===== src/rtl/ksa_swap_if.sv =====
// Start/busy/done handshake plus the single-port S-array RAM bus of the KSA swap engine.
// The master side is the host together with the RAM; the slave side is the engine.
interface ksa_swap_if #(
    parameter int ADDR_W        = 8,
    parameter int KEY_BYTES_MAX = 3
);
    localparam int KL_W = $clog2(KEY_BYTES_MAX + 1);

    logic                       start;
    logic [8*KEY_BYTES_MAX-1:0] key;
    logic [KL_W-1:0]            key_len;
    logic                       busy;
    logic                       done;
    logic [ADDR_W-1:0]          addr;
    logic [7:0]                 rddata;
    logic [7:0]                 wrdata;
    logic                       wren;

    modport master (
        output start, key, key_len, rddata,
        input  busy, done, addr, wrdata, wren
    );

    modport slave (
        input  start, key, key_len, rddata,
        output busy, done, addr, wrdata, wren
    );
endinterface


===== src/rtl/ksa_swap_engine.sv =====
// RC4 KSA second pass: walks i over the S array and swaps S[i]/S[j] through a
// single-port synchronous RAM, with j = j + S[i] + key[i mod key_len].
module ksa_swap_engine #(
    parameter int ADDR_W        = 8,
    parameter int KEY_BYTES_MAX = 3,
    parameter int RD_LAT        = 2
) (
    input  logic      clk,
    input  logic      rst,
    ksa_swap_if.slave bus
);
    localparam int KL_W = $clog2(KEY_BYTES_MAX + 1);
    localparam int WC_W = $clog2(RD_LAT + 1);

    typedef enum logic [3:0] {
        IDLE, RD_I, WAIT_I, SAVE_I, RD_J, WAIT_J, SAVE_J, WR_J, WR_I, DONE
    } state_t;

    state_t            state;
    logic [ADDR_W-1:0] i;
    logic [ADDR_W-1:0] j;
    logic [KL_W-1:0]   kidx;
    logic [KL_W-1:0]   klast;
    logic [7:0]        key_b [KEY_BYTES_MAX];
    logic [7:0]        si;
    logic [WC_W-1:0]   wcnt;
    logic [KL_W-1:0]   klen_eff;
    logic [7:0]        jsum;

    always_comb begin
        klen_eff = bus.key_len;
        if (bus.key_len == '0 || bus.key_len > KL_W'(KEY_BYTES_MAX))
            klen_eff = KL_W'(KEY_BYTES_MAX);
    end

    // 8-bit sum; only the low ADDR_W bits survive into j, giving the mod-N wrap.
    assign jsum = 8'(j) + bus.rddata + key_b[kidx];

    always_ff @(posedge clk or posedge rst) begin
        if (rst) begin
            state      <= IDLE;
            i          <= '0;
            j          <= '0;
            kidx       <= '0;
            klast      <= '0;
            si         <= '0;
            wcnt       <= '0;
            bus.addr   <= '0;
            bus.wrdata <= '0;
            bus.wren   <= 1'b0;
            bus.busy   <= 1'b0;
            bus.done   <= 1'b0;
            for (int k = 0; k < KEY_BYTES_MAX; k++) key_b[k] <= '0;
        end else begin
            case (state)
                IDLE, DONE: begin
                    if (bus.start) begin
                        for (int k = 0; k < KEY_BYTES_MAX; k++)
                            key_b[k] <= bus.key[8*(KEY_BYTES_MAX-k)-1 -: 8];
                        klast    <= klen_eff - KL_W'(1);
                        i        <= '0;
                        j        <= '0;
                        kidx     <= '0;
                        bus.done <= 1'b0;
                        bus.busy <= 1'b1;
                        state    <= RD_I;
                    end
                end
                RD_I: begin
                    bus.addr <= i;
                    bus.wren <= 1'b0;
                    wcnt     <= '0;
                    state    <= WAIT_I;
                end
                WAIT_I: begin
                    if (wcnt == WC_W'(RD_LAT - 1)) state <= SAVE_I;
                    else                           wcnt  <= wcnt + WC_W'(1);
                end
                SAVE_I: begin
                    si    <= bus.rddata;
                    j     <= jsum[ADDR_W-1:0];
                    state <= RD_J;
                end
                RD_J: begin
                    bus.addr <= j;
                    bus.wren <= 1'b0;
                    wcnt     <= '0;
                    state    <= WAIT_J;
                end
                WAIT_J: begin
                    if (wcnt == WC_W'(RD_LAT - 1)) state <= SAVE_J;
                    else                           wcnt  <= wcnt + WC_W'(1);
                end
                // Write strobes are registered, so each write is set up one state early:
                // S[j] <= si is on the bus during WR_J, S[i] <= S[j] during WR_I.
                SAVE_J: begin
                    bus.addr   <= j;
                    bus.wrdata <= si;
                    bus.wren   <= 1'b1;
                    state      <= WR_J;
                end
                WR_J: begin
                    bus.addr   <= i;
                    bus.wrdata <= bus.rddata;
                    bus.wren   <= 1'b1;
                    state      <= WR_I;
                end
                WR_I: begin
                    bus.wren <= 1'b0;
                    if (i == '1) begin
                        bus.addr <= '0;
                        bus.busy <= 1'b0;
                        bus.done <= 1'b1;
                        state    <= DONE;
                    end else begin
                        i     <= i + ADDR_W'(1);
                        kidx  <= (kidx == klast) ? '0 : kidx + KL_W'(1);
                        state <= RD_I;
                    end
                end
                default: state <= IDLE;
            endcase
        end
    end
endmodule


===== src/flat_wrapper.sv =====
// flat-port wrapper written by rule: the top's interface ports become plain ports
module ksa_swap_engine_flat 
#(
    parameter int ADDR_W        = 8,
    parameter int KEY_BYTES_MAX = 3,
    parameter int RD_LAT        = 2
)
  (clk, rst, bus_start, bus_key, bus_key_len, bus_rddata, bus_busy, bus_done, bus_addr, bus_wrdata, bus_wren);
  ksa_swap_if #(.ADDR_W(ADDR_W), .KEY_BYTES_MAX(KEY_BYTES_MAX)) bus_i ();
  input  logic clk;
  input  logic rst;
  input wire logic [$bits(bus_i.start)-1:0] bus_start;
  input wire logic [$bits(bus_i.key)-1:0] bus_key;
  input wire logic [$bits(bus_i.key_len)-1:0] bus_key_len;
  input wire logic [$bits(bus_i.rddata)-1:0] bus_rddata;
  output wire logic [$bits(bus_i.busy)-1:0] bus_busy;
  output wire logic [$bits(bus_i.done)-1:0] bus_done;
  output wire logic [$bits(bus_i.addr)-1:0] bus_addr;
  output wire logic [$bits(bus_i.wrdata)-1:0] bus_wrdata;
  output wire logic [$bits(bus_i.wren)-1:0] bus_wren;
  assign bus_i.start = bus_start;
  assign bus_i.key = bus_key;
  assign bus_i.key_len = bus_key_len;
  assign bus_i.rddata = bus_rddata;
  assign bus_busy = bus_i.busy;
  assign bus_done = bus_i.done;
  assign bus_addr = bus_i.addr;
  assign bus_wrdata = bus_i.wrdata;
  assign bus_wren = bus_i.wren;
  ksa_swap_engine #(.ADDR_W(ADDR_W), .KEY_BYTES_MAX(KEY_BYTES_MAX), .RD_LAT(RD_LAT)) u_core (.clk(clk), .rst(rst), .bus(bus_i));
endmodule

===== config.mk =====
export PLATFORM = sky130hd
export DESIGN_NAME = ksa_swap_engine_flat
export DESIGN_NICKNAME = d
export VERILOG_FILES = /design/src/rtl/ksa_swap_if.sv /design/src/rtl/ksa_swap_engine.sv /design/src/flat_wrapper.sv
export SDC_FILE = /design/constraint.sdc
export NUM_CORES = 1
export LEC_CHECK = 0
export ABC_AREA = 1
export BUFFER_PORTS_ARGS = -buffer_cell sky130_fd_sc_hd__buf_2
export CORE_ASPECT_RATIO = 0.6
export CORE_MARGIN = 3
export CORE_UTILIZATION = 45
export CTS_CLUSTER_SIZE = 30
export DETAILED_ROUTE_END_ITERATION = 16
export SLEW_MARGIN = 20
export SYNTH_ARGS = -nofsm -noshare
export SYNTH_HDL_FRONTEND = slang
export SYNTH_SLANG_ARGS = --single-unit

===== constraint.sdc =====
create_clock -name clk -period 7.52 [get_ports clk]
set_input_delay 0 -clock clk [delete_from_list [all_inputs] [get_ports clk]]
set_output_delay 0 -clock clk [all_outputs]
set_load 0.02 [all_outputs]

==> qor.txt, run 1 <==
Run status: finished, violations left
Failing checks: hold timing
PD cells: 423 nW/µm²
Die Span Y: 80.3 µm
Wire per inst: 14.1 µm
Clk buf depth: 2
Synthesis-to-finish area growth: 23.7%
Synthesized Nets: 571
Core Area: 8720 µm²
Total Routing Usage GR: 0.214
Pwr Total: 2.17 mW
CTS tree: done
Total number of vias: 3,646
Final period util: 0.397
Crit-path max FO: 12
Warnings, synthesis: 0
Critical path buffer and inverter count: 3
Via-to-Cell Ratio: 5.05
Worst-Margin Slew: 0.996 ns
Gr ovfl total: 0
Seq cells post-synth: 77
Final TNS setup: 0 ns
Die W: 130 µm
Clock power frac: 0.207
Setup Skew: 0.00425 ns
GPL Wtd Cong: 0.904
CP startpoint kind: register
Final Setup Violations: 0
Initial Util: 0.475
Fin. max-slew vios: 0
Vias in the first global route: 3,498
Initial DRC count: 224
Commonest non-fill, non-tap cells in the layout: 190 x nand2_1, 77 x dfrtp_1, 55 x buf_2, 54 x inv_1, 34 x o21ai_0
H-tree depth: 3
Largest delay share family, worst path: adder cells
Worst Path Required: 7.74 ns
Sw frac: 0.431
Final worst slack: 4.53 ns
Worst-path clk slew: 0.06 ns
Worst r2r dst: u_core.j[7]
NetSw: 935 µW
Met2 Track Usage GR: 0.311
CP max-delay cell: dfrtp_1
Critical path class: register to register
Met3 usage: 0.0551
Avg Inst Size Synth: 8.02 µm²
Commonest non-fill, non-tap cell in the layout: nand2_1
Worst VDD drop: 140 µV
Port-buffer cells: 55
Cells along the critical path: inv_1 -> nand2_1 -> o22ai_1 -> fa_1 -> ha_1 -> inv_1 -> fa_1 -> inv_1 -> nand3_1 -> nand3_1 -> nand3_1 -> nand3_1 -> nand2_1
Worst Setup EP: u_core.j[7]
R2r setup slk: 4.53 ns
Post-DP HPWL: 7240 µm
CP Depth: 13
Total CTS buffers: 9
Max Cap Viol: 0
Std cell rows: 26
Global-route wire length before repair: 17,300 µm
Full die area: 10,400 µm²
Tmin final: 2.99 ns
Final hold slack: -0.0575 ns
CP max stage delay: 0.55 ns
Antenna diode count: 0
Crit end category: register
Post-CTS setup buffers: 0
Seq/Total Area, Yosys: 0.465
Clk Latency, worst-skew pair: 0.33 ns
Post-Syn Area: 4150 µm²
ANT nets after route: 0
CTS resizes: 0
Initial antenna violation count: 0
P_leak: 2.68 nW
Yosys cell types: 33
Reg-to-Reg Start: u_core.kidx[0]
NumNets Final: 659
DR pass1 iterations: 6
Worst slew margin: 0.336
Final Hold Vio Count: 28
RSZ-0062 raised after global routing: false
GR peak layer: met1
Part of the power in registers: 0.314
Crit path DAT: 3.21 ns
R2R depth: 13
Worst hold path class: input pin to async pin
Critical path origin: u_core.kidx[0]
I/O pins: 56
Layout cells sized above 1: 0.159
Largest net degree at the start of global routing: 78
Sink Count: 77
DRT Wirelength: 10,200 µm
GR met1 Demand/Resource: 0.321
# DRC: 0
Power share of the combinational group: 0.479
Max Clk Rate: 0.335 GHz
Cells after Synth: 517
Cell with the most instances on the worst path: nand3_1
DP Worst Slack: 4.55 ns
Root Driver: clkbuf_16
Int Pwr: 1.23 mW
through the flow:
step / utilization / std cells / instance area (µm²)
2_1_floorplan: - / 517 / 4150
3_3_place_gp: 0.514 / 673 / 4480
6_report: 0.588 / 722 / 5130
3_5_place_dp: 0.514 / 673 / 4480
5_1_grt: 0.588 / 722 / 5130
4_1_cts: 0.588 / 722 / 5130
sequential cells by signal, summed over array words and instances (netlist names):
register           cells
u_core.key_b          24
u_core.bus.addr        8
u_core.bus.wrdata      8
u_core.i               8
u_core.j               8
u_core.si              8
u_core.state           4
u_core.kidx            2
u_core.klast           2
u_core.wcnt            2
u_core.bus.busy        1
u_core.bus.done        1
u_core.bus.wren        1
worst reg2reg max path: cells and delay by family, from the launching register on:
family                     cells  cell delay (ns)
buffers and inverters          3             0.42
DFF                            1             0.55
and+or+nand+nor                6             0.69
adders and majority gates      3             1.09
AOI/OAI and AO/OA              1             0.14
how the worst min path moves through the flow:
| stage | end | slack [ns] |
|---|---|---|
| floorplan | u_core.key_b[10] | 0.11 |
| global placement | u_core.key_b[22] | 0.20 |
| detailed placement | u_core.key_b[18] | 0.20 |
| CTS | u_core.key_b[6] | 0.02 |
| global route | u_core.state[3] | 0.06 |
| finish | u_core.key_b[6] | -0.06 |
final cells by class:
class,instances,area (µm²)
repair buffers,89,613
fillers,810,3590
clock buffers,13,270
clock inverters,3,42.5
multi-input cells,365,1890
flip-flops and latches,77,1930
inverters,63,246
well taps,112,140
timing repair:
item,CTS,global route
hold buffers,33,0
endpoints found under the setup margin,0,0
hold endpoints to repair,34,0
cells by family (layout without fill, tap and decap cells):
family,after synthesis,in the layout,synth area share
adder cells (fa/ha/maj),17,17,0.0658
AND/OR/NAND/NOR,263,263,0.268
buffers and inverters,75,168,0.0797
flip-flops,77,77,0.465
XOR/XNOR,5,5,0.0106
AO/OA/AOI/OAI,80,80,0.111
metal layers:
layer | wire length (µm) | vias to the layer above | share of wire
li1 | - | 1832 | -
met1 | 5290 | 1720 | 0.52
met2 | 4200 | 87 | 0.41
met3 | 614 | 7 | 0.060
met4 | 48 | 0 | 0.0047
met5 | 0 | - | 0
power by group through the flow:
stage	combinational (mW)	clock [mW]	sequential [mW]
after floorplan	0.760	0	0.699
after global placement	1.00	0	0.684
after detailed placement	1.02	0	0.685
after CTS	1.04	0.457	0.679
after global routing	1.20	0.477	0.700
final	1.04	0.448	0.681
cell usage after synthesis:
library cell    n  area share
nand2_1       190        0.17
dfrtp_1        77        0.46
inv_1          55       0.050
o21ai_0        34       0.041
nor2_1         31       0.028
nand3_1        24       0.029
o22ai_1        18       0.027
a31oi_1         9       0.014
ha_1            9       0.027
fa_1            8       0.039
a21oi_1         7      0.0085
inv_2           5      0.0045
nand4_1         5      0.0075
o21ai_1         5      0.0060
o21ai_2         5       0.011
buf_2           4      0.0048
buf_6           4       0.011
clkbuf_1        3      0.0027
nand2_2         3      0.0045
xnor2_1         3      0.0063
clkinv_4        2      0.0042
nand2_4         2      0.0054
nand3_2         2      0.0048
nor2_4          2      0.0054
xor2_1          2      0.0042
a21oi_2         1      0.0021
buf_4           1      0.0018
clkinv_1        1     0.00090
nor2_2          1      0.0015
nor2_8          1      0.0048
nor3_1          1      0.0012
nor3_4          1      0.0039
o211ai_1        1      0.0018
Power figures use the tool's default switching activity.
==> run 2, diff against run 1 <==
==> constraint.sdc (replaced) <==
create_clock -name clk -period 3 [get_ports clk]
set_input_delay 0 -clock clk [delete_from_list [all_inputs] [get_ports clk]]
set_output_delay 0 -clock clk [all_outputs]
set_load 0.02 [all_outputs]
==> run 2 against run 1 <==
  * Clock power rose to 2.8 times the previous value
  * Register-to-register slack worse by 4.2 ns
  * Total power rose to 2.6 times the previous value
  * Setup slack lost 4.2 ns
  * The run still ends with hold timing left
  * Hold slack improved by 0.026 ns
  * First-iteration DRC count is 12% higher
  * Cell count up 0.55%
  * Critical endpoint is now u_core.j[5]
  * Sequential cell count unchanged
  * Clock skew up 0.0010 ns
==> qor.txt, run 2 (same netlist as run 1, synthesis figures left out) <==
Clk buf depth: 2 (unchanged)
Largest delay share family, worst path: adder cells (unchanged)
Die W: 130 µm (unchanged)
CP max-delay cell: fa_1 (was dfrtp_1)
Crit end category: register (unchanged)
NumNets Final: 663 (was 659)
Initial antenna violation count: 0 (unchanged)
P_leak: 2.72 nW (was 2.68 nW)
ANT nets after route: 0 (unchanged)
Hold buffer count at cts: 33 (unchanged)
Total Routing Usage GR: 0.218 (was 0.214)
Multi-input gate area: 1890 µm² (unchanged)
Run status: finished, violations left (unchanged)
# DRC: 0 (unchanged)
Setup Skew: 0.00526 ns (was 0.00425 ns)
Final Setup Violations: 0 (unchanged)
Max Cap Viol: 0 (unchanged)
CTS resizes: 0 (unchanged)
Worst Path Required: 3.18 ns (was 7.74 ns)
Fin. max-slew vios: 0 (unchanged)
Final Hold Vio Count: 59 (was 28)
Final TNS setup: 0 ns (unchanged)
Worst-Margin Slew: 0.980 ns (was 0.996 ns)
Final worst slack: 0.362 ns (was 4.53 ns)
Root Driver: clkbuf_16 (unchanged)
Max reg flops: 24 (unchanged)
CP max stage delay: 0.45 ns (was 0.55 ns)
Total number of vias: 3,644 (was 3,646)
Critical path buffer and inverter count: 3 (unchanged)
Die Span Y: 80.3 µm (unchanged)
Commonest non-fill, non-tap cells in the layout: 190 x nand2_1, 77 x dfrtp_1, 55 x buf_2, 54 x inv_1, 34 x o21ai_0 (unchanged)
DRT Wirelength: 10,300 µm (was 10,200 µm)
CP startpoint kind: register (unchanged)
Layout cells sized above 1: 0.166 (was 0.159)
Critical path class: register to register (unchanged)
Worst VDD drop: 425 µV (was 140 µV)
H-tree depth: 3 (unchanged)
Clk Latency, worst-skew pair: 0.34 ns (was 0.33 ns)
Worst-path clk slew: 0.06 ns (about the same)
Crit-path max FO: 8 (was 12)
Antenna diode count: 0 (unchanged)
Commonest non-fill, non-tap cell in the layout: nand2_1 (unchanged)
Core Area: 8720 µm² (unchanged)
Port-buffer cells: 55 (unchanged)
Tmin final: 2.64 ns (was 2.99 ns)
Worst hold path class: input pin to async pin (unchanged)
GPL Wtd Cong: 0.869 (was 0.904)
CTS tree: done (unchanged)
Cell with the most instances on the worst path: inv_1 (was nand3_1)
Total CTS buffers: 9 (unchanged)
Wire per inst: 14.2 µm (was 14.1 µm)
DR pass1 iterations: 5 (was 6)
Full die area: 10,400 µm² (unchanged)
PD cells: 1080 nW/µm² (was 423 nW/µm²)
Vias in the first global route: 3,544 (was 3,498)
Std cell rows: 26 (unchanged)
Via-to-Cell Ratio: 5.02 (was 5.05)
Largest net degree at the start of global routing: 78 (unchanged)
Largest Register: u_core.key_b (unchanged)
RSZ-0062 raised after global routing: false (unchanged)
Initial DRC count: 250 (was 224)
Failing checks: hold timing (unchanged)
Final period util: 0.879 (was 0.397)
Sink Count: 77 (unchanged)
I/O pins: 56 (unchanged)
Pwr Total: 5.59 mW (was 2.17 mW)
Worst slew margin: 0.347 (was 0.336)
Post-CTS setup buffers: 0 (unchanged)
Util after Layout: 0.595 (was 0.588)
Cells along the critical path: inv_1 -> nand2_1 -> o22ai_1 -> fa_1 -> ha_1 -> inv_1 -> fa_1 -> inv_1 -> a21oi_1 -> xor2_1 -> o22ai_1 (was inv_1 -> nand2_1 -> o22ai_1 -> fa_1 -> ha_1 -> inv_1 -> fa_1 -> inv_1 -> nand3_1 -> nand3_1 -> nand3_1 -> nand3_1 -> nand2_1)
Synthesis-to-finish area growth: 25.2% (was 23.7%)
Global-route wire length before repair: 17,700 µm (was 17,300 µm)
Crit path DAT: 2.82 ns (was 3.21 ns)
Max Clk Rate: 0.379 GHz (was 0.335 GHz)
Initial Util: 0.475 (unchanged)
Post-DP HPWL: 7300 µm (was 7240 µm)
Gr ovfl total: 0 (unchanged)
Final hold slack: -0.0318 ns (was -0.0575 ns)
Fill cell count: 811 (was 810)
DP Worst Slack: 0.413 ns (was 4.55 ns)
Sequential cell area: 1930 µm² (unchanged)
## run 2: path summary, 6_finish.rpt
| kind | start | end | slack [ns] | cells after the start |
|---|---|---|---|---|
| max | u_core.kidx[0] | u_core.j[5] | 0.36 | 11 |
| min | rst | u_core.key_b[6] | -0.03 | 3 |
| max reg2reg | u_core.kidx[0] | u_core.j[5] | 0.36 | 11 |
| min reg2reg | u_core.bus.wrdata[2] | u_core.bus.wrdata[2] | 0.48 | 2 |
| max in group asynchronous | rst | u_core.i[4] | 2.40 | 3 |
| min in group clk | bus_start | u_core.state[3] | 0.06 | 4 |
## run 2: report_power, final
part / switching, mW / leakage (nW) / internal (mW) / total, mW
Clock: 0.419 / 0.172 / 0.818 / 1.24
Combinational: 1.71 / 1.57 / 0.956 / 2.66
Sequential: 0.248 / 0.979 / 1.45 / 1.69
Total: 2.37 / 2.72 / 3.22 / 5.59
## run 2: per-layer routing
metal / part of all wire / wire length [µm] / GRT usage / vias up
met2: 0.42 / 4310 / 0.318 / 93
met1: 0.52 / 5390 / 0.333 / 1701
met3: 0.053 / 550 / 0.0465 / 11
met5: 0 / 0 / 0 / -
met4: 0.0085 / 88 / 0.0446 / 0
li1: - / - / - / 1839
## run 2: worst register-to-register path: stages (launching register included)
cell and delay [ns]:
dfrtp_1 0.37, inv_1 0.14, nand2_1 0.22, o22ai_1 0.25, fa_1 0.45, ha_1 0.26, inv_1 0.09, fa_1 0.23
inv_1 0.07, a21oi_1 0.17, xor2_1 0.16, o22ai_1 0.08
## run 2: area by class of cell
class	instances	area share
Clock buffer	13	0.0540
Sequential cell	77	0.371
Timing Repair Buffer	93	0.124
Multi-Input combinational cell	365	0.364
Inverter	63	0.0475
Tap cell	112	0.0270
Clock inverter	3	0.0125
## run 2: metrics by stage
step,instances,instance area [µm²]
floorplan,517,4150
global placement,677,4510
detailed placement,677,4510
CTS,726,5190
global route,726,5190
finish,726,5190
